File: config.mk
export PLATFORM = sky130hd
export DESIGN_NAME = vppm_tx_core
export DESIGN_NICKNAME = d
export VERILOG_FILES = /design/src/rtl/vppm_tx_core.sv
export SDC_FILE = /design/constraint.sdc
export NUM_CORES = 1
export LEC_CHECK = 0
export ABC_AREA = 1
export CORE_ASPECT_RATIO = 0.8
export CORE_MARGIN = 3
export CORE_UTILIZATION = 50
export DETAILED_ROUTE_END_ITERATION = 10
export GPL_ROUTABILITY_DRIVEN = 0
export PLACE_DENSITY = 0.66
export SLEW_MARGIN = 20
export SYNTH_ARGS = -nofsm -noshare
export SYNTH_HDL_FRONTEND = slang
export SYNTH_SLANG_ARGS = --single-unit
File: constraint.sdc
create_clock -name pclk -period 3.4 [get_ports pclk]
set_input_delay 0.34 -clock pclk [delete_from_list [all_inputs] [get_ports pclk]]
set_output_delay 0.34 -clock pclk [all_outputs]
set_load 0.01 [all_outputs]
File: src/rtl/vppm_tx_core.sv
// vppm_tx_core
// Single-clock VLC transmit core: synchronous word FIFO, MSB-first serializer
// and VPPM modulator with dimming control.
//
// Optional feature macro: VLC_PREAMBLE_EN
//   When defined, every transition from idle to transmitting inserts an 8-bit
//   preamble (8'hA5, MSB first) ahead of the first data word of a frame.
//
// Ports:
//   pclk             system clock, all logic on the rising edge
//   reset            asynchronous, active-high reset
//   wr_data          word to enqueue
//   wr_en            write request
//   fifo_full        FIFO holds DEPTH words
//   fifo_wr_success  one-cycle pulse: write in the previous cycle was accepted
//   fifo_level       words currently stored
//   dim              requested pulse width in pclk cycles (clamped to 1..SLOT_CYCLES-1)
//   tx_out           VPPM waveform to the LED driver
//   busy             high while a preamble or data word is on air
`timescale 1ns/1ps

module vppm_tx_core #(
    parameter int DATA_W      = 32,
    parameter int DEPTH       = 16,
    parameter int SLOT_CYCLES = 16,
    parameter int DIM_W       = 4
) (
    input  logic                     pclk,
    input  logic                     reset,
    input  logic [DATA_W-1:0]        wr_data,
    input  logic                     wr_en,
    output logic                     fifo_full,
    output logic                     fifo_wr_success,
    output logic [$clog2(DEPTH):0]   fifo_level,
    input  logic [DIM_W-1:0]         dim,
    output logic                     tx_out,
    output logic                     busy
);

    localparam int PTR_W = $clog2(DEPTH);
    localparam int LVL_W = PTR_W + 1;
    // bit counter also walks the 8 preamble bits
    localparam int BC_W  = ($clog2(DATA_W) > 3) ? $clog2(DATA_W) : 3;

    localparam logic [DIM_W-1:0] SLOT_LAST = DIM_W'(SLOT_CYCLES - 1);
    localparam logic [BC_W-1:0]  DATA_LAST = BC_W'(DATA_W - 1);

`ifdef VLC_PREAMBLE_EN
    localparam logic [7:0]       PREAMBLE_PAT = 8'hA5;
    localparam logic [BC_W-1:0]  PRE_LAST     = BC_W'(7);

    typedef enum logic [1:0] {
        S_IDLE     = 2'd0,
        S_DATA     = 2'd1,
        S_PREAMBLE = 2'd2
    } state_t;
`else
    typedef enum logic [1:0] {
        S_IDLE     = 2'd0,
        S_DATA     = 2'd1
    } state_t;
`endif

    // ------------------------------------------------------------------
    // FIFO
    // ------------------------------------------------------------------
    logic [DATA_W-1:0] mem_q [DEPTH];
    logic [PTR_W-1:0]  wr_ptr_q;
    logic [PTR_W-1:0]  rd_ptr_q;
    logic [LVL_W-1:0]  level_q;
    logic [LVL_W-1:0]  level_d;
    logic              full_q;
    logic              full_d;
    logic              wr_ok_q;
    logic              push;
    logic              pop;
    logic              fifo_empty;

    // ------------------------------------------------------------------
    // Slot timing, serializer, modulator
    // ------------------------------------------------------------------
    logic [DIM_W-1:0]  slot_cnt_q;
    logic [DIM_W-1:0]  w_q;
    logic [DIM_W-1:0]  w_d;
    logic [DIM_W-1:0]  hi_start;
    logic              boundary;
    state_t            state_q;
    logic [DATA_W-1:0] shreg_q;
    logic [BC_W-1:0]   bit_cnt_q;
    logic              last_bit;
    logic              cur_bit;
    logic              busy_q;
    logic              tx_q;
`ifdef VLC_PREAMBLE_EN
    logic [7:0]        pre_q;
`endif

    always_comb begin
        boundary   = (slot_cnt_q == SLOT_LAST);
        fifo_empty = (level_q == '0);
        last_bit   = (bit_cnt_q == DATA_LAST);

        // pop only where the state machine loads the shift register
        pop  = boundary && !fifo_empty &&
               ((state_q == S_IDLE) || ((state_q == S_DATA) && last_bit));
        // a full FIFO refuses writes even if a pop frees a slot this cycle
        push = wr_en && !full_q;

        level_d = level_q + LVL_W'(push) - LVL_W'(pop);
        full_d  = (level_d == LVL_W'(DEPTH));

        w_d = (dim == '0) ? DIM_W'(1) : dim;

        // SLOT_CYCLES - W computed modulo SLOT_CYCLES; W >= 1 keeps it in range
        hi_start = '0 - w_q;

        cur_bit = 1'b0;
        case (state_q)
            S_DATA:     cur_bit = shreg_q[DATA_W-1];
`ifdef VLC_PREAMBLE_EN
            S_PREAMBLE: cur_bit = pre_q[7];
`endif
            default:    cur_bit = 1'b0;
        endcase
    end

    // FIFO storage carries no reset; pointers and level define its contents
    always_ff @(posedge pclk) begin
        if (push) begin
            mem_q[wr_ptr_q] <= wr_data;
        end
    end

    always_ff @(posedge pclk or posedge reset) begin
        if (reset) begin
            wr_ptr_q <= '0;
            rd_ptr_q <= '0;
            level_q  <= '0;
            full_q   <= 1'b0;
            wr_ok_q  <= 1'b0;
        end else begin
            if (push) begin
                wr_ptr_q <= wr_ptr_q + PTR_W'(1);
            end
            if (pop) begin
                rd_ptr_q <= rd_ptr_q + PTR_W'(1);
            end
            level_q <= level_d;
            full_q  <= full_d;
            wr_ok_q <= push;
        end
    end

    // State machine, slot counter and modulator; all outputs registered
    always_ff @(posedge pclk or posedge reset) begin
        if (reset) begin
            state_q    <= S_IDLE;
            shreg_q    <= '0;
            bit_cnt_q  <= '0;
            busy_q     <= 1'b0;
            slot_cnt_q <= '0;
            w_q        <= DIM_W'(1);
            tx_q       <= 1'b0;
`ifdef VLC_PREAMBLE_EN
            pre_q      <= '0;
`endif
        end else begin
            slot_cnt_q <= slot_cnt_q + DIM_W'(1);

            // output lags the slot counter by one cycle
            tx_q <= cur_bit ? (slot_cnt_q >= hi_start) : (slot_cnt_q < w_q);

            if (boundary) begin
                w_q <= w_d;
                case (state_q)
                    S_IDLE: begin
                        if (!fifo_empty) begin
                            shreg_q   <= mem_q[rd_ptr_q];
                            bit_cnt_q <= '0;
                            busy_q    <= 1'b1;
`ifdef VLC_PREAMBLE_EN
                            pre_q     <= PREAMBLE_PAT;
                            state_q   <= S_PREAMBLE;
`else
                            state_q   <= S_DATA;
`endif
                        end
                    end
`ifdef VLC_PREAMBLE_EN
                    S_PREAMBLE: begin
                        if (bit_cnt_q == PRE_LAST) begin
                            bit_cnt_q <= '0;
                            state_q   <= S_DATA;
                        end else begin
                            pre_q     <= {pre_q[6:0], 1'b0};
                            bit_cnt_q <= bit_cnt_q + BC_W'(1);
                        end
                    end
`endif
                    S_DATA: begin
                        if (last_bit) begin
                            if (!fifo_empty) begin
                                // next word follows with no gap and no preamble
                                shreg_q   <= mem_q[rd_ptr_q];
                                bit_cnt_q <= '0;
                            end else begin
                                state_q <= S_IDLE;
                                busy_q  <= 1'b0;
                            end
                        end else begin
                            shreg_q   <= {shreg_q[DATA_W-2:0], 1'b0};
                            bit_cnt_q <= bit_cnt_q + BC_W'(1);
                        end
                    end
                    default: begin
                        state_q <= S_IDLE;
                        busy_q  <= 1'b0;
                    end
                endcase
            end
        end
    end

    assign fifo_full       = full_q;
    assign fifo_wr_success = wr_ok_q;
    assign fifo_level      = level_q;
    assign tx_out          = tx_q;
    assign busy            = busy_q;

endmodule
==> summary.md <==
| Metric | Value |
|---|---|
| Die X-Extent | 255 µm |
| LEAKAGE | 11.7 nW |
| Post-synth cell types | 35 |
| Initial antenna violation count | 0 |
| Area of the multi-input gates | 5940 µm² |
| WL final | 57900 µm |
| Hold_buf cts | 0 |
| Status | finished clean |
| Die Height | 206 µm |
| Bufs on Longest Clock Path | 3 |
| Hpwl dp | 30800 µm |
| Final hold violations | 0 |
| Crit path kind | register to register |
| Synthesis-to-finish area growth | 11.8% |
| # port buffers | 47 |
| RSZ-0062 raised after global routing | false |
| WL/cell | 18.6 µm |
| Placed insts | 3002 |
| Pwr Density | 688 nW/µm² |
| Fmax | 341 MHz |
| Critical path fanouts, max | 3 |
| Setup tns final | 0 ns |
| Global route overflow | 0 |
| FF-to-FF Start | bit_cnt_q[0]$_DFFE_PP0N_ |
| DRT antenna net count | 0 |
| WP data required | 3.93 ns |
| CP Data Arrival Time | 3.46 ns |
| Final core utilization | 57.1% |
| Final nets | 2456 |
| Starting DRT DRC Count | 1484 |
| Global-route wire length before repair | 90000 µm |
| Core area | 48700 µm² |
| Setup ws final | 0.468 ns |
| Initial core utilization | 51.1% |
| H-tree depth | 2 |
| Reg2reg path depth | 15 |
| Flops & latches, synth | 574 |
| Mapped Area | 24900 µm² |
| Clk root buf | clkbuf_16 |
| Worst clock skew | 0.0183 ns |
| Post-CTS setup buffer count | 0 |
| N_diodes | 0 |
| Period minus WS final | 2.93 ns |
| Slew Limit Headroom | 30.8% |
| CTS tree | built |
| Post-synth EDFFs | 512 |
| Setup WS pre-CTS | 0.492 ns |
| Post-layout power | 19.1 mW |
| Post-Syn Nets | 2420 |
| Critical Path Sink Type | register |
| Cells after Synth | 2358 |
| Hold Path Class | input pin to asynchronous set/reset pin |
| Total Routing Usage GR | 22.2% |
| Commonest non-fill, non-tap cell in the layout | nand2_1 |
| DR DRC count | 0 |
| Pins Over Slew Limit | 0 |
| Sequential Area | 16900 µm² |
| Resized cells post-CTS | 0 |
| Post-DR vias/cell | 5.19 |
| Predominant post-synthesis flop cell | edfxtp_1 |
| DP Area | 26000 µm² |
| Clk_lat worst skew | 0.63 ns |
| Share of layout cells above drive strength 1 | 6.64% |
| Fin crit share | 86.2% |
| Post-route cell area | 27800 µm² |
| Non-filler cells, final | 3107 |
| Max-cap violations | 0 |
| Fill count | 4010 |
| Worst Max-Slew Pin Slew | 1.04 ns |
| I/O pin cnt | 48 |
| Post-synthesis sequential area ratio | 68.0% |
| Final Setup Violations | 0 |
| Row count | 72 |
| DIE AREA | 52500 µm² |
| Startpoint class of the critical path | register |
| DRT Pass-1 Iters | 5 |
| Largest net degree at the start of global routing | 117 |
| Synth warnings | 0 |
| Number of global-route vias before repair | 15700 |
| Most frequent cells in the layout | nand2_1, edfxtp_1, nand3_1, inv_1, dfrtp_1 |
| Mapped Avg Cell Area | 10.6 µm² |
| Max VDD drop | 0.496 mV |
| CTS Buf Count | 56 |
| Worst hold slack | 0.156 ns |
| Vias | 16100 |
| Ys async rst share | 10.8% |
| FF-to-FF setup slack | 0.47 ns |
| CTS Sinks | 574 |
| Worst-path clk slew | 0.06 ns |
| FF-to-FF End | fifo_full$_DFF_PP0_ |
area by class of cell:
type | count | area share, %
inverter | 356 | 4.84
clock buffer | 83 | 5.72
clock inverter | 22 | 0.908
multi-input combinational | 1312 | 21.4
timing repair buffer | 94 | 3.36
tap | 666 | 2.99
sequential | 574 | 60.8
routing by layer:
layer	global-route usage, %	share of wire (%)	vias up
li1	-	-	7754
met1	30.7	45	7769
met2	37.2	48	514
met3	3.63	6.2	82
met4	5.25	1.7	0
met5	0	0	-
state kept, by name, indices dropped and copies added, names as in the netlist:
register,cells
bit_cnt_q,5
busy,1
fifo_full,1
fifo_level,5
fifo_wr_success,1
mem_q,512
rd_ptr_q,4
shreg_q,32
slot_cnt_q,4
tx_out,1
w_q,4
wr_ptr_q,4
cell families after synthesis:
group | count (synthesis) | synth area share, %
buf+inv | 472 | 8.60
xor+xnor | 14 | 0.493
compound gates | 52 | 1.25
fa+ha+maj | 23 | 1.19
simple gates | 1223 | 20.5
flops | 574 | 68.0
worst max-delay path, cell delays in order, from the launching register on:
cell and delay (ns):
dfrtp_1 0.40, ha_1 0.23, inv_1 0.08, nor2_1 0.05, ha_1 0.17, inv_1 0.07, nand2_1 0.08, nand2_1 0.14
nor2_4 0.05, ha_1 0.26, inv_1 0.04, ha_1 0.21, fa_1 0.43, xor2_1 0.17, or3_1 0.31, nor3_1 0.15
how the worst max path moves through the flow:
stage	from	to	slack (ns)	depth (start not counted)
final	bit_cnt_q[0]$_DFFE_PP0N_	fifo_full$_DFF_PP0_	0.47	15
after floorplan	bit_cnt_q[0]$_DFFE_PP0N_	fifo_full$_DFF_PP0_	0.54	16
after global placement	bit_cnt_q[0]$_DFFE_PP0N_	fifo_full$_DFF_PP0_	0.53	15
after CTS	bit_cnt_q[0]$_DFFE_PP0N_	fifo_full$_DFF_PP0_	0.48	15
after detailed placement	bit_cnt_q[0]$_DFFE_PP0N_	fifo_full$_DFF_PP0_	0.49	15
after global routing	bit_cnt_q[0]$_DFFE_PP0N_	fifo_full$_DFF_PP0_	0.34	15
cell usage after synthesis (2+ instances only):
cell type	number	area, µm²
nand3_1	359	1800
a21oi_1	4	20.0
buf_4	20	150
inv_1	351	1320
nand4_1	3	18.8
edfxtp_1	512	15400
xor2_1	13	114
nor2_1	28	105
o22ai_1	32	200
buf_1	7	26.3
nor3_1	2	10.0
buf_6	31	349
o21ai_0	11	55.1
buf_2	45	225
dfrtp_1	61	1530
clkinv_1	3	11.3
ha_1	22	275
nand2_4	2	22.5
clkbuf_1	13	48.8
inv_4	2	12.5
nand2_1	823	3090
power breakdown:
group | total, mW | switching [mW] | leakage [nW] | internal (mW)
registers | 8.86 | 0.286 | 5.36 | 8.57
logic | 4.07 | 2.85 | 5.43 | 1.22
clock network | 6.21 | 2.65 | 0.902 | 3.56
total | 19.1 | 5.79 | 11.7 | 13.4
Power figures use the tool's default switching activity.
